<file path="src/rtl/imem_program_loader_pkg.sv">
// Shared types and constants for the instruction-memory program loader.
// Holds the FSM state encoding and the word-geometry helpers.
package imem_loader_pkg;

  localparam int unsigned WORD_BYTES = 4;
  localparam int unsigned MEM_BYTES_DEFAULT = 192;

  typedef enum logic [2:0] {
    StIdle  = 3'd0,
    StLen0  = 3'd1,
    StLen1  = 3'd2,
    StData  = 3'd3,
    StWrite = 3'd4,
    StDone  = 3'd5
  } loader_state_e;

  function automatic int unsigned max_words(input int unsigned mem_bytes);
    return mem_bytes / WORD_BYTES;
  endfunction

endpackage

</file>
<file path="src/rtl/imem_program_loader_if.sv">
// Byte-stream input and instruction-memory word write port of the loader.
// master: byte source / memory side; slave: the loader itself.
interface imem_program_loader_if;

  logic        in_valid;
  logic [7:0]  in_data;
  logic        in_ready;
  logic        mem_we;
  logic [31:0] mem_addr;
  logic [31:0] mem_wdata;

  modport master (
    output in_valid,
    output in_data,
    input  in_ready,
    input  mem_we,
    input  mem_addr,
    input  mem_wdata
  );

  modport slave (
    input  in_valid,
    input  in_data,
    output in_ready,
    output mem_we,
    output mem_addr,
    output mem_wdata
  );

endinterface

</file>
<file path="src/rtl/imem_program_loader_byte_packer.sv">
// Packs four consecutive accepted bytes into a little-endian 32-bit word.
// word_o already includes the byte being accepted this cycle.
module imem_byte_packer (
  input  logic        clk,
  input  logic        rst,
  input  logic        clear_i,
  input  logic        byte_valid_i,
  input  logic [7:0]  byte_i,
  output logic [31:0] word_o,
  output logic        word_full_o
);

  logic [1:0]  idx_q;
  logic [31:0] word_q;
  logic [31:0] word_d;

  always_comb begin
    word_d = word_q;
    word_d[{idx_q, 3'b000} +: 8] = byte_i;
  end

  always_ff @(posedge clk) begin
    if (rst || clear_i) begin
      idx_q  <= 2'd0;
      word_q <= 32'h0;
    end else if (byte_valid_i) begin
      idx_q  <= idx_q + 2'd1;
      word_q <= word_d;
    end
  end

  assign word_o      = word_d;
  assign word_full_o = byte_valid_i && (idx_q == 2'd3);

endmodule

</file>
<file path="src/rtl/imem_program_loader.sv">
// Boot-time loader: length-prefixed byte stream to instruction memory words.
// Holds the CPU in reset until a complete, legal program has been written.
module imem_program_loader
  import imem_loader_pkg::*;
#(
  parameter int unsigned MEM_BYTES = MEM_BYTES_DEFAULT,
  parameter logic [31:0] BASE_ADDR = 32'h0,
  parameter int unsigned CNT_W     = 16
) (
  input  logic                 clk,
  input  logic                 rst,
  input  logic                 start_i,
  imem_program_loader_if.slave bus_if,
  output logic                 cpu_hold_o,
  output logic                 busy_o,
  output logic                 done_o,
  output logic                 err_o,
  output logic [CNT_W-1:0]     words_loaded_o
);

  localparam int unsigned MaxWords = max_words(MEM_BYTES);

  loader_state_e    state_q;
  logic [15:0]      len_q;
  logic [CNT_W-1:0] words_q;
  logic             in_ready_q;
  logic             mem_we_q;
  logic [31:0]      mem_addr_q;
  logic [31:0]      mem_wdata_q;
  logic             cpu_hold_q;
  logic             busy_q;
  logic             done_q;
  logic             err_q;

  logic             xfer;
  logic             pack_valid;
  logic             pack_clear;
  logic [31:0]      pack_word;
  logic             pack_full;
  logic [15:0]      len_full;
  logic [CNT_W-1:0] words_inc;

  assign xfer       = bus_if.in_valid && in_ready_q;
  assign pack_valid = xfer && (state_q == StData);
  // A new load always starts from an empty packer, whatever was left behind.
  assign pack_clear = start_i && ((state_q == StIdle) || (state_q == StDone));
  assign len_full   = {bus_if.in_data, len_q[7:0]};
  assign words_inc  = words_q + CNT_W'(1);

  imem_byte_packer u_packer (
    .clk          (clk),
    .rst          (rst),
    .clear_i      (pack_clear),
    .byte_valid_i (pack_valid),
    .byte_i       (bus_if.in_data),
    .word_o       (pack_word),
    .word_full_o  (pack_full)
  );

  always_ff @(posedge clk) begin
    if (rst) begin
      state_q     <= StIdle;
      len_q       <= 16'h0;
      words_q     <= '0;
      in_ready_q  <= 1'b0;
      mem_we_q    <= 1'b0;
      mem_addr_q  <= 32'h0;
      mem_wdata_q <= 32'h0;
      cpu_hold_q  <= 1'b1;
      busy_q      <= 1'b0;
      done_q      <= 1'b0;
      err_q       <= 1'b0;
    end else begin
      mem_we_q <= 1'b0;
      unique case (state_q)
        StIdle, StDone: begin
          if (start_i) begin
            state_q    <= StLen0;
            words_q    <= '0;
            err_q      <= 1'b0;
            done_q     <= 1'b0;
            cpu_hold_q <= 1'b1;
            busy_q     <= 1'b1;
            in_ready_q <= 1'b1;
          end
        end
        StLen0: begin
          if (xfer) begin
            len_q[7:0] <= bus_if.in_data;
            state_q    <= StLen1;
          end
        end
        StLen1: begin
          if (xfer) begin
            len_q[15:8] <= bus_if.in_data;
            if (len_full == 16'h0) begin
              state_q    <= StDone;
              in_ready_q <= 1'b0;
              busy_q     <= 1'b0;
              done_q     <= 1'b1;
              cpu_hold_q <= 1'b0;
            end else if (32'(len_full) > MaxWords) begin
              // Oversize header: finish without writing and keep the CPU held.
              state_q    <= StDone;
              in_ready_q <= 1'b0;
              busy_q     <= 1'b0;
              done_q     <= 1'b1;
              err_q      <= 1'b1;
            end else begin
              state_q <= StData;
            end
          end
        end
        StData: begin
          if (xfer && pack_full) begin
            state_q     <= StWrite;
            in_ready_q  <= 1'b0;
            mem_we_q    <= 1'b1;
            mem_addr_q  <= BASE_ADDR + 32'(words_q) * WORD_BYTES;
            mem_wdata_q <= pack_word;
          end
        end
        StWrite: begin
          words_q <= words_inc;
          if (32'(words_inc) == 32'(len_q)) begin
            state_q    <= StDone;
            busy_q     <= 1'b0;
            done_q     <= 1'b1;
            cpu_hold_q <= 1'b0;
          end else begin
            state_q    <= StData;
            in_ready_q <= 1'b1;
          end
        end
        default: begin
          state_q    <= StIdle;
          in_ready_q <= 1'b0;
          busy_q     <= 1'b0;
        end
      endcase
    end
  end

  assign bus_if.in_ready  = in_ready_q;
  assign bus_if.mem_we    = mem_we_q;
  assign bus_if.mem_addr  = mem_addr_q;
  assign bus_if.mem_wdata = mem_wdata_q;
  assign cpu_hold_o       = cpu_hold_q;
  assign busy_o           = busy_q;
  assign done_o           = done_q;
  assign err_o            = err_q;
  assign words_loaded_o   = words_q;

endmodule

</file>
<file path="src/flat_wrapper.sv">
// flat-port wrapper written by rule: the top's interface ports become plain ports
module imem_program_loader_flat import imem_loader_pkg::*;
#(
  parameter int unsigned MEM_BYTES = MEM_BYTES_DEFAULT,
  parameter logic [31:0] BASE_ADDR = 32'h0,
  parameter int unsigned CNT_W     = 16
)
  (clk, rst, start_i, cpu_hold_o, busy_o, done_o, err_o, words_loaded_o, bus_if_in_valid, bus_if_in_data, bus_if_in_ready, bus_if_mem_we, bus_if_mem_addr, bus_if_mem_wdata);
  imem_program_loader_if bus_if_i ();
  input  logic clk;
  input  logic rst;
  input  logic start_i;
  output logic cpu_hold_o;
  output logic busy_o;
  output logic done_o;
  output logic err_o;
  output logic [CNT_W-1:0] words_loaded_o;
  input wire logic [$bits(bus_if_i.in_valid)-1:0] bus_if_in_valid;
  input wire logic [$bits(bus_if_i.in_data)-1:0] bus_if_in_data;
  output wire logic [$bits(bus_if_i.in_ready)-1:0] bus_if_in_ready;
  output wire logic [$bits(bus_if_i.mem_we)-1:0] bus_if_mem_we;
  output wire logic [$bits(bus_if_i.mem_addr)-1:0] bus_if_mem_addr;
  output wire logic [$bits(bus_if_i.mem_wdata)-1:0] bus_if_mem_wdata;
  assign bus_if_i.in_valid = bus_if_in_valid;
  assign bus_if_i.in_data = bus_if_in_data;
  assign bus_if_in_ready = bus_if_i.in_ready;
  assign bus_if_mem_we = bus_if_i.mem_we;
  assign bus_if_mem_addr = bus_if_i.mem_addr;
  assign bus_if_mem_wdata = bus_if_i.mem_wdata;
  imem_program_loader #(.MEM_BYTES(MEM_BYTES), .BASE_ADDR(BASE_ADDR), .CNT_W(CNT_W)) u_core (.clk(clk), .rst(rst), .start_i(start_i), .bus_if(bus_if_i), .cpu_hold_o(cpu_hold_o), .busy_o(busy_o), .done_o(done_o), .err_o(err_o), .words_loaded_o(words_loaded_o));
endmodule
</file>
<file path="config.mk">
export PLATFORM = sky130hd
export DESIGN_NAME = imem_program_loader_flat
export DESIGN_NICKNAME = d
export VERILOG_FILES = /design/src/rtl/imem_program_loader_pkg.sv /design/src/rtl/imem_program_loader_if.sv /design/src/rtl/imem_program_loader_byte_packer.sv /design/src/rtl/imem_program_loader.sv /design/src/flat_wrapper.sv
export SDC_FILE = /design/constraint.sdc
export NUM_CORES = 1
export LEC_CHECK = 0
export BUFFER_PORTS_ARGS = -buffer_cell sky130_fd_sc_hd__buf_4
export CAP_MARGIN = 20
export CORE_MARGIN = 8
export CORE_UTILIZATION = 42
export CTS_BUF_LIST = sky130_fd_sc_hd__clkbuf_4
export DETAILED_ROUTE_END_ITERATION = 12
export PLACE_DENSITY = 0.68
export SETUP_SLACK_MARGIN = 0.15
export SKIP_LAST_GASP = 1
export SLEW_MARGIN = 20
export SYNTH_ARGS = -nofsm -noshare
export SYNTH_HDL_FRONTEND = slang
export SYNTH_HIERARCHICAL = 1
export SYNTH_SLANG_ARGS = --single-unit
</file>
<file path="constraint.sdc">
create_clock -name clk -period 2.5 [get_ports clk]
set_input_delay 0.5 -clock clk [delete_from_list [all_inputs] [get_ports clk]]
set_output_delay 0.5 -clock clk [all_outputs]
set_load 0.01 [all_outputs]
</file>
==> flow_summary.ini, run 1 <==
[yosys]
yosysWarnings = 6
synthesis.area_um2 = 5980
synthArstFlopShare_pct = 0
synth-seq-area-share_pct = 41.2
synth_edf_count = 0
ys_seq_elements = 123
synth_ff_type = dfxtp_1
synthCells = 760
synth_cell_types = 58
avgSynthCellArea_um2 = 7.87

[global_routing]
antenna_found_initial = 1
grt_max_degree = 41
grt_pass1_vias = 4961
grt-ovfl-total = 0
grt_pass1_wl_um = 26100
grt_usage_pct = 17.8

[critical_path]
startpoint = u_core/words_loaded_o[1]
worst_setup_path_start_kind = flop
cp.arrival_ns = 2.98
critical_path.cell_chain = ha_4 -> nand4_4 -> or3_4 -> a2111oi_4 -> o2111ai_1 -> or4_4 -> or2_4 -> a31o_1
criticalPathCategory = reg -> reg
cp_max_fo = 4
end_kind = flop
required_ns = 2.95
slowest_stage = or4_4
reg2reg_from = u_core/words_loaded_o[1]
crit_path_max_incr_delay_ns = 0.51

[timing]
finalSetupTns_ns = -0.0405
worst_slew_pin_slew_ns = 0.688
clock_skew_ns = 0.0150
rsz0062_at_grt = yes
hold_violations = 0
whs_ns = 0.305
finalSetupViolations = 2
setup_slack_ns = -0.0242
period_minus_slack_ns = 2.52
slew_viol_final = 0
min_period_over_period_pct = 101
maxSlewHeadroom_pct = 54.1
clock.fmax_mhz = 396

[outcome]
status = finished with violations
violations = negative setup slack

[placement]
dp_cells = 1005
place_congestion = 0.875
dp_hpwl_um = 11600
port_buffers = 81
pre_cts_slack_ns = -0.0948
dpl_cell_area_um2 = 6900

[power_and_ir_drop]
ir_worst_vdd_mv = 0.303
power.total_mw = 4.54
power.density_nw_per_um2 = 630
power_leakage_nw = 2.73

[layout]
final_util_pct = 52.0
final_common_cell = nand2_1
finish.instance_area_um2 = 7210
final_nets = 863
final_cells = 1039
most-common-layout-cells = 149 x nand2_1, 128 x buf_4, 121 x dfxtp_1, 85 x a21oi_1, 73 x nor2_1
fill_cells = 1402
area_growth_pct = 20.6
drive_gt1_share_pct = 20.3

[routing]
vias = 5592
remaining_drc_errors = 0
ant_nets = 0
dr.pass1.iters = 5
viasPerCell = 5.38
totalWireLength_um = 16600
first_iter_violations = 481
wl_per_cell_um = 16.0

[clock_network]
postCtsHoldBufs = 0
htreeDepth = 4
cts_made_buffers = 17
cts_root_buf = clkbuf_4
cts_max_path_buffers = 2
cts_tree = built
clock-sinks = 123
path_clk_slew_ns = 0.11
clkLatencyLatePin_ns = 0.55

[min_path]
worstHoldStart = bus_if_in_data[7]
hold_path_class = in -> reg

[floorplan]
die_w_um = 135
rows = 43
die_area_um2 = 18300
ios = 98
die_y_um = 135
initial_core_util_pct = 43.1
core-area_um2 = 13900

[flow_run]
maxCapViolCount = 0
==> synthesized netlist by cell type, drive strengths merged (5+ instances only) <==
cell / instances / area [µm²]
nand2: 150 / 563
dfxtp: 123 / 2460
a21oi: 85 / 425
nor2: 73 / 274
clkbuf: 41 / 154
buf: 39 / 244
o21ai: 25 / 125
a22o: 24 / 210
a32oi: 19 / 166
mux2i: 19 / 190
inv: 18 / 67.6
nand3: 15 / 75.1
xnor2: 15 / 131
nand4: 11 / 75.1
nor3: 10 / 50.1
nand2b: 9 / 56.3
nand4b: 9 / 78.8
xor2: 9 / 78.8
nor4: 7 / 43.8
ha: 6 / 75.1
a311oi: 5 / 50.0
==> state kept, by name, indices dropped and copies added (netlist names), 2 cells and up <==
name / flops
u_core/bus_if.mem_addr: 16
u_core/bus_if.mem_wdata: 32
u_core/len_q: 16
u_core/state_q: 3
u_core/u_packer/idx_q: 2
u_core/u_packer/word_q: 32
u_core/words_loaded_o: 16
==> path summary, 6_finish.rpt <==
check | to | slack (ns) | cells after the start
worst min-delay path | u_core/u_packer/word_q[31] | 0.30 | 3
worst max register to register | u_core/bus_if.in_ready | -0.02 | 8
worst max-delay path | u_core/bus_if.in_ready | -0.02 | 8
worst min register to register | u_core/bus_if.mem_addr[10] | 0.46 | 2
==> layout make-up <==
class	count	area (µm²)	share of cell area, %
clock buffer	20	150	2.08
antenna	1	2.50	0.0347
clock inverter	12	124	1.72
multi-input combinational	554	3150	43.7
sequential	123	2470	34.2
timing repair buffer	131	1020	14.2
inverter	18	67.6	0.937
tap	180	225	3.12
==> power breakdown <==
part | total (mW) | leakage (nW) | switching [mW] | internal, mW
sequential | 2.10 | 0.993 | 0.0727 | 2.03
clock | 1.37 | 0.138 | 0.753 | 0.617
combinational | 1.07 | 1.59 | 0.681 | 0.389
total | 4.54 | 2.73 | 1.51 | 3.04
==> kinds of logic after synthesis <==
logic type / share of synthesized area [%]
compound gates: 18.7
xor+xnor: 3.52
fa+ha+maj: 1.42
buf+inv: 7.79
flops: 41.2
mux: 3.18
other cells: 0.0627
simple gates: 24.1
==> metal layers <==
layer / vias to the layer above / track usage, % / part of all wire (%)
li1: 2770 / - / -
met1: 2618 / 22.0 / 44
met2: 179 / 29.2 / 48
met3: 25 / 4.04 / 5.6
met4: 0 / 7.90 / 2.1
met5: - / 0 / 0
==> critical path: cells and delay by family (launching register included) <==
family	cells	cell delay [ns]
flops	1	0.37
fa+ha+maj	1	0.17
simple gates	4	1.21
compound gates	3	0.67
==> repair_timing <==
item                                   in CTS  in global routing
pin swaps                                   3                  3
endpoints found under the hold margin       0                  0
buffers inserted                            1                  0
setup endpoints to repair                   6                  6
gates resized for setup                     3                  1
Note: power is estimated with default switching activity, not from simulation.
==> run 2, diff against run 1 <==
Settings changed: ABC_AREA from default to 1, PLACE_DENSITY 0.68 to 0.67.
==> flow_summary.ini, run 2 <==
[critical_path]
end_kind = flop
crit_path_max_incr_delay_ns = 0.34
cp.arrival_ns = 2.54
cp_max_fo = 33
required_ns = 2.94
r2r_cells = 14
slowest_stage = dfxtp_1
path_buf_inv = 6
criticalPathCategory = reg -> reg
critical_path.cell_chain = inv_1 -> nor2_1 -> inv_1 -> nor2_1 -> inv_1 -> nor2_4 -> nand2_1 -> inv_1 -> nand2_1 -> nor2_4 -> clkinv_1 -> buf_12 -> nor2_1 -> nor2_1
crit_cells = 14
critPathTopFamily = simple AND/OR/NAND/NOR gates
worst_setup_path_start_kind = flop

[yosys]
synthArstFlopShare_pct = 0
yosys.area_share.simple_pct = 35.3
avgSynthCellArea_um2 = 6.54
synth.most_common_cell = nand2_1
synthAdderAreaFrac_pct = 1.21
synthCells = 947
synth_ff_type = dfxtp_1
yosys.area_share.xor_xnor_pct = 0.526
synthTopCellsByArea = dfxtp_1 40%, nand2_1 13%, nor2_1 10%
synth_cell_types = 35
ys_seq_elements = 123
yosysWarnings = 6
synth_compound_area_share_pct = 12.1
synth_top_area_cell = dfxtp_1
synth-seq-area-share_pct = 39.8
synthesis.area_um2 = 6190
synth_edf_count = 0
synth_top_area_share_pct = 39.8
synth_top_family_by_area = simple AND/OR/NAND/NOR gates
synth.mux.area_fraction_pct = 0
synth_commonest_cells = 218 x nand2_1, 172 x nor2_1, 123 x dfxtp_1

[placement]
port_buffers = 81
dp_hpwl_um = 12100
pre_cts_slack_ns = 0.212
place_congestion = 0.880

[timing]
clock.fmax_mhz = 476
period_minus_slack_ns = 2.10
maxSlewHeadroom_pct = 61.6
finalSetupViolations = 0
finalSetupTns_ns = 0
min_period_over_period_pct = 84.0
hold_violations = 0
slew_viol_final = 0
worst_slew_pin_slew_ns = 0.576
setup_slack_ns = 0.400
clock_skew_ns = 0.0111
rsz0062_at_grt = no

[layout]
most-common-layout-cells = 218 x nand2_1, 170 x nor2_1, 121 x dfxtp_1, 98 x inv_1, 93 x buf_4
drive_gt1_share_pct = 14.1
regArea_um2 = 2460
area_growth_pct = 15.5
fill_cells = 1533
final_nets = 1041
multiInputGateArea_um2 = 3120
final_common_cell = nand2_1

[routing]
totalWireLength_um = 16900
remaining_drc_errors = 0
viasPerCell = 4.94
first_iter_violations = 464
wl_per_cell_um = 13.9
ant_nets = 0
dr.pass1.iters = 5
vias = 6027

[floorplan]
die_w_um = 137
die_area_um2 = 18900
rows = 44
die_y_um = 137
core-area_um2 = 14500
initial_core_util_pct = 42.7
ios = 98

[global_routing]
grt-ovfl-total = 0
grt_pass1_wl_um = 27800
antenna_found_initial = 1
grt_max_degree = 61
grt_pass1_vias = 5598
grt_usage_pct = 18.6

[clock_network]
cts_tree = built
cts_made_buffers = 17
clock-sinks = 123
cts_root_buf = clkbuf_4
post_cts_resized = 0
postCtsHoldBufs = 0
path_clk_slew_ns = 0.10
cts_max_path_buffers = 2
clkLatencyLatePin_ns = 0.55
htreeDepth = 4
cts_setup_buffers = 0

[flow_run]
maxCapViolCount = 0

[min_path]
whs_path_depth = 3
hold_path_class = in -> reg

[power_and_ir_drop]
power.total_mw = 3.95
ir_worst_vdd_mv = 0.335
power.density_nw_per_um2 = 552
power_leakage_nw = 3.33

[outcome]
status = finished, final reports clean
==> run 2: cells by family after synthesis <==
kind of cell	Yosys count
AND/OR/NAND/NOR	516
flip-flops	123
AO/OA/AOI/OAI	140
XOR/XNOR	2
buffers and inverters	159
adder cells (fa/ha/maj)	6
other	1
==> run 2: report_power, final <==
group | total [mW] | internal, mW | switching [mW]
logic | 0.810 | 0.257 | 0.553
clock network | 1.05 | 0.379 | 0.672
registers | 2.09 | 2.03 | 0.0557
total | 3.95 | 2.67 | 1.28
==> run 2: stage by stage <==
stage          hold slack (ns)  util (%)  area, µm²  instances
2_1_floorplan            0.444         -       6250        962
3_3_place_gp             0.442      47.9       6940       1188
3_5_place_dp             0.443      47.9       6940       1188
4_1_cts                  0.221      49.2       7120       1216
5_1_grt                  0.221      49.4       7150       1220
6_report                 0.259      49.4       7150       1220
==> run 2: final timing paths <==
path	from	end	slack (ns)
setup / recovery	u_core/state_q[0]	u_core/bus_if.mem_wdata[11]	0.40
hold / removal	bus_if_in_data[4]	u_core/len_q[12]	0.26
hold reg to reg	u_core/done_o	u_core/done_o	0.45
setup reg to reg	u_core/state_q[0]	u_core/bus_if.mem_wdata[11]	0.40
==> run 2: worst reg2reg max path, stage by stage, from the launching register on <==
cell and delay, ns:
dfxtp_1 0.34, inv_1 0.09, nor2_1 0.21, inv_1 0.10, nor2_1 0.13, inv_1 0.11, nor2_4 0.10, nand2_1 0.07
inv_1 0.06, nand2_1 0.09, nor2_4 0.15, clkinv_1 0.17, buf_12 0.21, nor2_1 0.12, nor2_1 0.05
==> run 2: cell type report <==
class	count	share of cell area [%]
Inverter	105	5.51
Tap cell	184	3.22
Clock inverter	8	0.455
Antenna cell	4	0.140
Multi-Input combinational cell	680	43.6
Timing Repair Buffer	96	10.5
Sequential cell	123	34.5
Clock buffer	20	2.10
==> run 2: layer usage <==
| layer | wire (µm) | vias to the layer above | track usage (%) |
|---|---|---|---|
| li1 | - | 3137 | - |
| met1 | 7570 | 2695 | 22.8 |
| met2 | 8140 | 177 | 30.8 |
| met5 | 0 | - | 0 |
| met4 | 267 | 0 | 7.00 |
| met3 | 940 | 18 | 4.60 |
